`src/rtl/audio_rate_fifo.sv`:
```
// Elastic stereo audio FIFO with a phase-accumulated SAMPLERATE output strobe.
// Optional: `define AUDIO_FIFO_ZERO_ON_UNDERRUN_EN to mute on starvation instead of holding the last sample.
module audio_rate_fifo #(
    parameter int unsigned SAMPLERATE = 192000,
    parameter int unsigned CLKRATE    = 28000000,
    parameter int unsigned DEPTH_LOG2 = 4
) (
    input  logic                  clk,
    input  logic                  reset,
    input  logic signed [15:0]    in_l,
    input  logic signed [15:0]    in_r,
    input  logic                  in_stb,
    output logic signed [15:0]    out_l,
    output logic signed [15:0]    out_r,
    output logic                  out_stb,
    output logic [DEPTH_LOG2:0]   level,
    output logic                  underrun,
    output logic                  overrun
);

    localparam int unsigned        DEPTH     = 2 ** DEPTH_LOG2;
    localparam logic [DEPTH_LOG2:0] LVL_FULL = (DEPTH_LOG2 + 1)'(DEPTH);
    localparam logic [DEPTH_LOG2:0] LVL_HALF = (DEPTH_LOG2 + 1)'(DEPTH / 2);

    typedef enum logic {
        ST_PRIME,
        ST_RUN
    } state_t;

    state_t state_q, state_d;

    logic [31:0] acc_q, acc_d;
    logic [32:0] acc_sum;
    logic        tick;

    logic [31:0]           mem [DEPTH];
    logic [DEPTH_LOG2-1:0] wr_ptr, rd_ptr;

    logic        full, empty;
    logic        pop, push_ok, load_empty, underrun_d;
    logic [15:0] empty_l, empty_r;

    // Rate generator: remainder carried in acc, so the long-run average is exact.
    always_comb begin
        acc_sum = {1'b0, acc_q} + 33'(SAMPLERATE);
        tick    = (acc_sum >= 33'(CLKRATE));
        acc_d   = tick ? 32'(acc_sum - 33'(CLKRATE)) : acc_sum[31:0];
    end

`ifdef AUDIO_FIFO_ZERO_ON_UNDERRUN_EN
    assign empty_l = '0;
    assign empty_r = '0;
`else
    assign empty_l = out_l;
    assign empty_r = out_r;
`endif

    assign full  = (level == LVL_FULL);
    assign empty = (level == '0);

    // NOTE: every signal written here gets a default first, so no latch is inferred.
    always_comb begin
        state_d    = state_q;
        pop        = 1'b0;
        load_empty = 1'b0;
        underrun_d = 1'b0;
        unique case (state_q)
            ST_PRIME: begin
                if (tick) load_empty = 1'b1;
                if (level >= LVL_HALF) state_d = ST_RUN;
            end
            ST_RUN: begin
                if (tick) begin
                    if (!empty) begin
                        pop = 1'b1;
                    end else begin
                        load_empty = 1'b1;
                        underrun_d = 1'b1;
                        state_d    = ST_PRIME;
                    end
                end
            end
            default: state_d = ST_PRIME;
        endcase
        // A pop in the same cycle frees a slot, so a full FIFO still accepts the push.
        push_ok = in_stb && (!full || pop);
    end

    // NOTE: sequential state uses non-blocking assignments so all registers update together.
    always_ff @(posedge clk) begin
        if (reset) begin
            acc_q    <= '0;
            state_q  <= ST_PRIME;
            wr_ptr   <= '0;
            rd_ptr   <= '0;
            level    <= '0;
            out_l    <= '0;
            out_r    <= '0;
            out_stb  <= 1'b0;
            underrun <= 1'b0;
            overrun  <= 1'b0;
        end else begin
            acc_q    <= acc_d;
            state_q  <= state_d;
            out_stb  <= tick;
            underrun <= underrun_d;
            overrun  <= in_stb && !push_ok;

            if (pop) begin
                {out_l, out_r} <= mem[rd_ptr];
                rd_ptr         <= rd_ptr + 1'b1;
            end else if (load_empty) begin
                out_l <= empty_l;
                out_r <= empty_r;
            end

            if (push_ok) wr_ptr <= wr_ptr + 1'b1;

            unique case ({push_ok, pop})
                2'b10:   level <= level + 1'b1;
                2'b01:   level <= level - 1'b1;
                default: level <= level;
            endcase
        end
    end

    // NOTE: storage is not reset; level and pointers alone define which entries are valid.
    always_ff @(posedge clk) begin
        if (push_ok) mem[wr_ptr] <= {in_l, in_r};
    end

endmodule

```
`config.mk`:
```
export PLATFORM = sky130hd
export DESIGN_NAME = audio_rate_fifo
export DESIGN_NICKNAME = d
export VERILOG_FILES = /design/src/rtl/audio_rate_fifo.sv
export SDC_FILE = /design/constraint.sdc
export NUM_CORES = 1
export LEC_CHECK = 0
export BUFFER_PORTS_ARGS = -buffer_cell sky130_fd_sc_hd__buf_2
export CAP_MARGIN = 20
export CELL_PAD_IN_SITES_DETAIL_PLACEMENT = 1
export CELL_PAD_IN_SITES_GLOBAL_PLACEMENT = 1
export CORE_AREA = 2 2 250 252
export CTS_CLUSTER_DIAMETER = 200
export CTS_CLUSTER_SIZE = 12
export DETAILED_ROUTE_END_ITERATION = 12
export DIE_AREA = 0 0 252 254
export PLACE_DENSITY = 0.59
export REMOVE_ABC_BUFFERS = 1
export SLEW_MARGIN = 20
export SYNTH_ARGS = -nofsm -noshare
export SYNTH_HDL_FRONTEND = slang
export SYNTH_SLANG_ARGS = --single-unit
```
`constraint.sdc`:
```
create_clock -name clk -period 7.7 [get_ports clk]
set_input_delay 0.77 -clock clk [delete_from_list [all_inputs] [get_ports clk]]
set_output_delay 0.77 -clock clk [all_outputs]
set_load 0.005 [all_outputs]
```
==> run metrics, run 1 <==
DP HPWL=34900 um; setup TNS=0 ns; worst vdd ir=0.194 mV; min Tclk post-route=5.02 ns; DRT iter0 DRCs=805; cells along the critical path=inv_1 > ha_1 > nor2b_1 > o21ai_0 > nand4_1 > mux2_2 > o22a_1 > a21oi_4 > a21oi_1 > o211ai_1 > nor2_4 > buf_4; critical path capture point type=flip-flop; Hold WC Path Type=flip-flop to flip-flop; Comb power frac=22.9%; #FFs+latches synth=585; number of global-route vias before repair=13669; Sink Count=585; CTS Hold Buffers Added=0; Post-Layout Inst Area=26800 um2; Final ANT Viol Nets=0; synthesized instance count=1399; Die Ht=254 um; Sw Pwr=0.00244 W; Synthesis Warnings=0; share of cells above drive strength 1=21.2%; CP Data Arrival Time=5.29 ns; number of I/O port buffers=74; DR vias=12978; Row Count=91; Synth Flop Type=edfxtp_1; Top Ports=75; status=finished, final reports clean; Area growth syn-to-layout=12.7%; Pint=0.00580 W; Max clock buf depth=3; Rel. slew slack=37.4%; capture point of the worst reg-to-reg path=mem[10][16]; DRC=0; Critical Path Source Type=flip-flop; CTS buffer count=54; WHS Path Cells=2; most frequent cells in the layout=512 x edfxtp_1, 106 x mux4_2, 73 x nand2_1, 73 x buf_2, 69 x dfxtp_1; Worst Path Buf+Inv=2; highest clock rate=199 MHz; post_cts resized=0; vias per inst=5.61; Clock transition at path regs=0.06 ns; max cap viols=0; worst r2r src=acc_q[9]; first-pass GRT wire length=89700 um; post-synthesis sequential area ratio=70.9%; mapped cell area=23700 um2; Post-synth EDFFs=512; H-tree depth=2; area post-placement=25100 um2; endpoints failing hold=0; max-slew violation count=0; GPL Wtd Cong=0.795; commonest non-fill, non-tap cell in the layout=edfxtp_1; P per Cell Area=308 nW/um2; Hold Crit Start=out_l[5]; Placeable Area=61300 um2; WP data required=7.97 ns; initial antenna violation count=3; drt wl/cell=25.6 um; largest net degree at the start of global routing=126; Setup Fix Bufs, Post-CTS=0; final setup fails=0; Static Leak=8.25 nW; Seq pwr share=46.7%; RSZ-0062 raised after global routing=no; Worst path slowest cell=nor2_4; Worst R2R Setup Slack=2.68 ns; clk_lat worst skew=0.60 ns; Synth async-reset ratio=0%; CTS tree=yes; total global-route track usage=18.8%; drt pass-1 iters=5; final worst path period share=65.3%; area of the die=64000 um2; Top delay family on crit path=compound AO/OA/AOI/OAI gates; Worst Skew=0.0145 ns; Switching Fraction=29.6%; grt total ovfl=0; Worst Hold Path EP=out_l[5]; maximum net fanout on the critical path=17; WS Path Type=flip-flop to flip-flop; NumNets Final=1523; Root Driver=clkbuf_16; Clk pwr share=30.4%; CP peak stage delay=0.70 ns; Die X=252 um; Hold Slack=0.459 ns; Initial Util=38.8%; post-synth cell types=76; Final Routed Wirelength=59200 um; R2R depth=12; worst slew pin tran=0.935 ns; Post-Syn Area per Cell=17.0 um2
[cells by family after synthesis]
logic type | after synthesis | share of synthesized area (%)
XOR/XNOR | 32 | 1.24
AND/OR/NAND/NOR | 249 | 5.05
multiplexers | 187 | 13.6
adder cells (fa/ha/maj) | 11 | 0.611
buffers and inverters | 94 | 1.60
AO/OA/AOI/OAI | 241 | 7.00
flip-flops | 585 | 70.9
[sequential cells by signal (all words and copies together), names as in the netlist]
| name | count |
|---|---|
| overrun | 1 |
| mem | 512 |
| rd_ptr | 4 |
| state_q | 1 |
| out_l | 16 |
| underrun | 1 |
| out_stb | 1 |
| acc_q | 24 |
| wr_ptr | 4 |
| level | 5 |
| out_r | 16 |
[cell type report]
type | count | area, um2
Fill cell | 5942 | 34500
Sequential cell | 585 | 16800
Multi-Input combinational cell | 720 | 6640
Clock buffer | 99 | 1560
Tap cell | 790 | 988
Timing Repair Buffer | 103 | 627
Inverter | 13 | 48.8
Clock inverter | 2 | 35.0
Antenna cell | 1 | 2.50
[power by group through the flow]
| stage | Sequential (W) | Clock (W) | Combinational [W] |
|---|---|---|---|
| after floorplan | 0.00394 | 0 | 0.00140 |
| after global placement | 0.00391 | 0 | 0.00189 |
| after detailed placement | 0.00392 | 0 | 0.00190 |
| after CTS | 0.00385 | 0.00258 | 0.00190 |
| after global routing | 0.00388 | 0.00269 | 0.00209 |
| final | 0.00385 | 0.00251 | 0.00189 |
[worst max path at each step]
| stage | slack [ns] | to | cells after the start | startpoint |
|---|---|---|---|---|
| after floorplan | 0.13 | out_l[11] | 4 | rd_ptr[0] |
| after global placement | 2.73 | mem[14][2] | 12 | acc_q[9] |
| after detailed placement | 2.68 | mem[10][31] | 12 | acc_q[9] |
| after CTS | 2.63 | mem[10][16] | 12 | acc_q[9] |
| after global routing | 2.30 | mem[10][16] | 12 | acc_q[9] |
| final | 2.68 | mem[10][16] | 12 | acc_q[9] |
[layer usage]
| metal | part of all wire (%) | track usage, % | vias to the layer above |
|---|---|---|---|
| li1 | - | - | 5771 |
| met1 | 45 | 25.9 | 6899 |
| met2 | 49 | 31.5 | 236 |
| met3 | 3.7 | 2.41 | 68 |
| met4 | 1.8 | 4.94 | 4 |
| met5 | 0.032 | 0 | - |
[through the flow]
step / setup slack [ns] / util [%] / instances / power, W
2_1_floorplan: 0.132 / - / 1318 / 0.00534
3_3_place_gp: 2.73 / 41.0 / 2209 / 0.00580
3_5_place_dp: 2.68 / 41.0 / 2209 / 0.00582
4_1_cts: 2.63 / 43.6 / 2310 / 0.00833
5_1_grt: 2.30 / 43.7 / 2313 / 0.00866
6_report: 2.68 / 43.7 / 2313 / 0.00824
[synth_stat cells (15+ instances only)]
| cell type | count | share of area, % |
|---|---|---|
| edfxtp_1 | 512 | 65 |
| mux4_2 | 106 | 10 |
| nor2_1 | 74 | 1.2 |
| dfxtp_1 | 73 | 6.2 |
| nand2_1 | 73 | 1.2 |
| a21oi_1 | 61 | 1.3 |
| mux2i_1 | 61 | 2.6 |
| o21ai_0 | 58 | 1.2 |
| clkbuf_1 | 49 | 0.77 |
| xnor2_1 | 23 | 0.85 |
| nor3_1 | 21 | 0.44 |
| a311oi_1 | 20 | 0.74 |
| a221oi_1 | 19 | 0.70 |
| a22oi_1 | 18 | 0.57 |
| mux2_2 | 17 | 0.81 |
| buf_1 | 15 | 0.24 |
| buf_2 | 15 | 0.32 |
[tightest hold or removal path, delay by kind of cell, from the launching register on]
family	cells	cell delay, ns
AOI/OAI and AO/OA	1	0.05
DFF	1	0.31
and+or+nand+nor	1	0.05
No activity file was read; power rests on OpenSTA's default activity.
==> inputs of run 2 (changes only) <==
clock period = 5 ns   (was 7.7 ns; I/O delays follow)
==> run metrics, run 2 (synthesized netlist as in run 1, its figures left out) <==
R2R depth=13 (+1); DP HPWL=36100 um (+3.6%); largest net degree at the start of global routing=69 (-45%); clk_lat worst skew=0.62 ns (+0.02 ns); Initial Util=38.8% (unchanged); critical path depth in cells=13 (+1); Row Count=91 (unchanged); H-tree depth=2 (unchanged); Rel. slew slack=43.0% (+5.6 points); Root Driver=clkbuf_16; Clock transition at path regs=0.07 ns (about the same); first-pass GRT wire length=89800 um (+0.12%); Place WS=0.314 ns (-2.36 ns); Final Routed Wirelength=58800 um (-0.65%); max FFs per register=512 (unchanged); initial antenna violation count=2 (-1); critical path capture point type=flip-flop; worst slew pin tran=0.853 ns (-0.0817 ns); Critical Path Source Type=flip-flop; highest clock rate=217 MHz (+9.0%); number of global-route vias before repair=13981 (+2.3%); Die Ht=254 um (unchanged); RSZ-0062 raised after global routing=no; Top Ports=75 (unchanged); final setup fails=0 (unchanged); CTS buffer count=54 (unchanged); final worst path period share=92.2% (+27 points); post-route setup slack=0.390 ns (-2.29 ns); number of I/O port buffers=74 (unchanged); area of the die=64000 um2 (unchanged); share of cells above drive strength 1=22.2% (+0.95 points); status=finished, final reports clean; endpoints failing hold=0 (unchanged); Area growth syn-to-layout=13.9%; Clk pwr share=29.9% (-0.5 points); maximum net fanout on the critical path=18 (+1); max cap viols=0 (unchanged); CTS tree=yes; Top delay family on crit path=simple AND/OR/NAND/NOR gates; largest registers=mem x512, acc_q x24; DRC=0 (unchanged); worst vdd ir=0.270 mV (+39%); Sink Count=585 (unchanged); Pint=0.00893 W (+54%); WP data required=5.28 ns (-2.69 ns); DR vias=13078 (+0.77%); Layout Cells excl Fill=2330 (+0.73%); WHS Path Cells=1 (-1); WS Path Type=flip-flop to flip-flop; Hold WC Path Type=primary input to flip-flop; DRT iter0 DRCs=803 (-0.25%); Switching Fraction=29.8% (+0.13 points); NumNets Final=1541 (+1.2%); cells along the critical path=inv_1 > ha_1 > nand2b_1 > a21oi_4 > nor4_1 > o21ai_1 > nor2_1 > a21oi_4 > a21oi_1 > buf_4 > o211ai_2 > nor2_4 > buf_4; CP Data Arrival Time=4.89 ns (-0.40 ns); Worst path slowest cell=nor2_4; min Tclk post-route=4.61 ns (-0.414 ns); Worst Path Buf+Inv=3 (+1); Seq pwr share=46.4% (-0.3 points); drt pass-1 iters=5 (unchanged); Hold Slack=0.263 ns (-0.196 ns); Placeable Area=61300 um2 (unchanged); Final ANT Viol Nets=0 (unchanged); max-slew violation count=0 (unchanged); Die X=252 um (unchanged); Sw Pwr=0.00378 W (+55%); CP peak stage delay=0.53 ns (-0.17 ns); placed insts=2229 (+0.91%); Max clock buf depth=3 (unchanged); Comb power frac=23.8% (+0.9 points); largest reg by FF count=mem; GPL Wtd Cong=0.837 (+5.3%); Static Leak=8.36 nW (+1.4%); total global-route track usage=18.8% (about the same); most frequent cells in the layout=512 x edfxtp_1, 106 x mux4_2, 73 x nand2_1, 73 x buf_2, 69 x dfxtp_1; setup TNS=0 ns (unchanged); P per Cell Area=470 nW/um2 (+53%); vias per inst=5.61 (about the same); drt wl/cell=25.2 um (-1.4%); Worst Skew=0.0276 ns (+0.0131 ns); commonest non-fill, non-tap cell in the layout=edfxtp_1; grt total ovfl=0 (unchanged)
run 2: cell count changes in the layout (fill, tap and decap cells not counted), sizes merged:
cell,delta
clkbuf,-3
buf,+18
diode,+1
inv,+1
run 2: stage by stage:
step	power [W]	area, um2	utilization (%)
floorplan	0.00822	23400	-
global placement	0.00901	25300	41.3
detailed placement	0.00905	25500	41.6
finish	0.0127	27000	44.1
CTS	0.0129	27000	44.1
global route	0.0134	27000	44.1
run 2: layout make-up:
type	instances	area, um2
Tap cell	790	988
Multi-Input combinational cell	720	6650
Sequential cell	585	16800
Antenna cell	2	5.00
Fill cell	5921	34200
Clock buffer	96	1510
Timing Repair Buffer	121	943
Inverter	13	48.8
Clock inverter	3	41.3
run 2: repair_timing:
action                     CTS  global route
buffers inserted             0             0
setup endpoints to repair    0             2
hold buffers                 0             0
gates resized for setup      0             1
run 2: power by group through the flow:
stage	Combinational, W	Clock (W)	Sequential (W)
6_report	0.00302	0.00380	0.00589
5_1_grt	0.00333	0.00409	0.00594
4_1_cts	0.00307	0.00392	0.00590
3_5_place_dp	0.00305	0	0.00600
3_3_place_gp	0.00302	0	0.00599
2_1_floorplan	0.00215	0	0.00606
run 2: routing by layer:
| metal | up-vias | GRT usage, % | part of all wire (%) |
|---|---|---|---|
| li1 | 5815 | - | - |
| met1 | 6963 | 25.4 | 44 |
| met2 | 225 | 32.0 | 50 |
| met3 | 75 | 2.45 | 3.6 |
| met4 | 0 | 5.46 | 2.0 |
| met5 | - | 0 | 0 |
run 2: final timing paths:
path                   from          to  slack, ns
setup reg to reg   acc_q[9]  mem[7][11]       0.39
hold / removal      in_l[1]  mem[3][17]       0.26
hold reg to reg   out_l[11]   out_l[11]       0.46
setup / recovery   acc_q[9]  mem[7][11]       0.39
run 2: worst register-to-register path: stages, from the launching register on:
cell,delay [ns]
dfxtp_1,0.49
inv_1,0.11
ha_1,0.30
nand2b_1,0.21
a21oi_4,0.12
nor4_1,0.50
o21ai_1,0.21
nor2_1,0.39
a21oi_4,0.17
a21oi_1,0.35
buf_4,0.20
o211ai_2,0.24
nor2_4,0.53
buf_4,0.44
==> inputs of run 3 (changes only) <==
CTS_BUF_LIST = sky130_fd_sc_hd__clkbuf_2 sky130_fd_sc_hd__clkbuf_4 sky130_fd_sc_hd__clkbuf_8   (was not set)
clock period = 5.7 ns   (was 5 ns; I/O delays follow)
==> run metrics, run 3 (synthesized netlist as in run 1, its figures left out) <==
Hold Crit Start=in_r[12]; Worst Skew=0.0399 ns (+0.0123 ns); Die Ht=254 um (unchanged); Worst R2R Setup Slack=0.68 ns (+0.29 ns); Die X=252 um (unchanged); Static Leak=8.09 nW (-3.3%); CTS buffer count=54 (unchanged); most frequent cells in the layout=512 x edfxtp_1, 106 x mux4_2, 73 x nand2_1, 73 x buf_2, 69 x dfxtp_1; DRC=0 (unchanged); final setup fails=0 (unchanged); Placeable Area=61300 um2 (unchanged); worst r2r src=acc_q[13]; number of global-route vias before repair=13919 (-0.44%); number of I/O port buffers=74 (unchanged); drt wl/cell=25.2 um (-0.12%); largest registers=mem x512, acc_q x24; cells along the critical path=nor4_1 > a2111o_1 > xnor2_2 > o21ai_1 > nor2_1 > a21oi_4 > a21oi_1 > o211ai_1 > nor2_4 > buf_4; Rel. slew slack=38.5% (-4.5 points); Initial Util=38.8% (unchanged); Fillers=5986 (+1.1%); min Tclk post-route=5.02 ns (+0.406 ns); Row Count=91 (unchanged); endpoints failing hold=0 (unchanged); Hold WC Path Type=primary input to flip-flop; clk_lat worst skew=0.70 ns (+0.08 ns); Worst path slowest cell=nor4_1; max FFs per register=512 (unchanged); DP HPWL=34200 um (-5.3%); first-pass GRT wire length=88700 um (-1.2%); Final Routed Wirelength=58300 um (-0.89%); Place WS=0.727 ns (+0.413 ns); CTS Hold Buffers Added=0 (unchanged); Util after Layout=42.9% (-1.3 points); drt pass-1 iters=5 (unchanged); final worst path period share=88.0% (-4.2 points); critical path capture point type=flip-flop; capture point of the worst reg-to-reg path=mem[14][11]; max cap viols=0 (unchanged); H-tree depth=2 (unchanged); post_cts resized=0 (unchanged); WS Path Type=flip-flop to flip-flop; NumNets Final=1523 (-1.2%); status=finished, final reports clean; total global-route track usage=18.5% (-0.30 points); commonest non-fill, non-tap cell in the layout=edfxtp_1; CP Data Arrival Time=5.35 ns (+0.46 ns); GPL Wtd Cong=0.821 (-2.0%); Final ANT Viol Nets=0 (unchanged); Sink Count=585 (unchanged); maximum net fanout on the critical path=18 (unchanged); R2R depth=10 (-3); WHS Path Cells=1 (unchanged); worst slew pin tran=0.920 ns (+0.0672 ns); DRT iter0 DRCs=915 (+14%); worst vdd ir=0.173 mV (-36%); post-route setup slack=0.683 ns (+0.294 ns); Critical Path Source Type=flip-flop; Root Driver=clkbuf_8; largest reg by FF count=mem; initial antenna violation count=3 (+1); DR vias=12872 (-1.6%); Top Ports=75 (unchanged); placed insts=2211 (-0.81%); Area growth syn-to-layout=10.6%; Setup Fix Bufs, Post-CTS=0 (unchanged); Max clock buf depth=3 (unchanged); total design power=0.0103 W (-19%); share of cells above drive strength 1=24.0% (+1.8 points); Clock transition at path regs=0.10 ns (+0.03 ns); Layout Cells excl Fill=2312 (-0.77%); max-slew violation count=0 (unchanged); P per Cell Area=393 nW/um2 (-16%); Worst Hold Path EP=mem[6][12]; grt total ovfl=0 (unchanged); area of the die=64000 um2 (unchanged); RSZ-0062 raised after global routing=no; largest net degree at the start of global routing=60 (-13%); CP peak stage delay=0.75 ns (+0.22 ns); WP data required=6.03 ns (+0.75 ns); highest clock rate=199 MHz (-8.1%); CTS tree=yes; vias per inst=5.57 (-0.81%)
-- run 3: worst max path at each step --
stage / start / endpoint / slack [ns] / depth (start not counted)
after floorplan: rd_ptr[0] / out_l[11] / -1.87 / 4
after global placement: acc_q[9] / mem[14][15] / 0.77 / 12
after detailed placement: acc_q[9] / mem[14][15] / 0.73 / 12
after CTS: acc_q[9] / mem[14][11] / 0.70 / 12
after global routing: acc_q[9] / mem[14][25] / 0.31 / 12
final: acc_q[13] / mem[14][11] / 0.68 / 10
-- run 3: report_power, final --
group	internal [W]	switching, W
combinational	0.00110	0.00144
clock	0.00117	0.00143
sequential	0.00488	0.000313
-- run 3: final cells by class --
type                            count  area (um2)  share of cell area [%]
Sequential cell                   585       16800                    64.2
Multi-Input combinational cell    720        6640                    25.3
Clock buffer                       96        1060                    4.03
Tap cell                          790         988                    3.77
Timing Repair Buffer              103         628                    2.39
Inverter                           13        48.8                   0.186
Clock inverter                      4        37.5                   0.143
Antenna cell                        1        2.50                 0.00953
-- run 3: through the flow --
step	area (um2)	TNS [ns]	hold slack [ns]
finish	26300	0	0.254
global route	26300	0	0.217
CTS	26300	0	0.177
detailed placement	25200	0	0.451
global placement	25100	0	0.441
floorplan	23400	-62.26	0.447
-- run 3: critical path: cells and delay by family, from the launching register on --
family | cells | cell delay [ns]
AOI/OAI and AO/OA | 5 | 1.78
and+or+nand+nor | 3 | 1.73
DFF | 1 | 0.47
buffers and inverters | 1 | 0.45
xor gates and xnor gates | 1 | 0.19
-- run 3: per-layer routing --
layer  vias up  GRT usage, %  part of all wire, %
li1       5761             -                    -
met1      6794          25.4                   46
met2       222          31.0                   49
met3        91          2.46                  3.6
met4         4          5.17                  2.1
met5         -             0                0.053
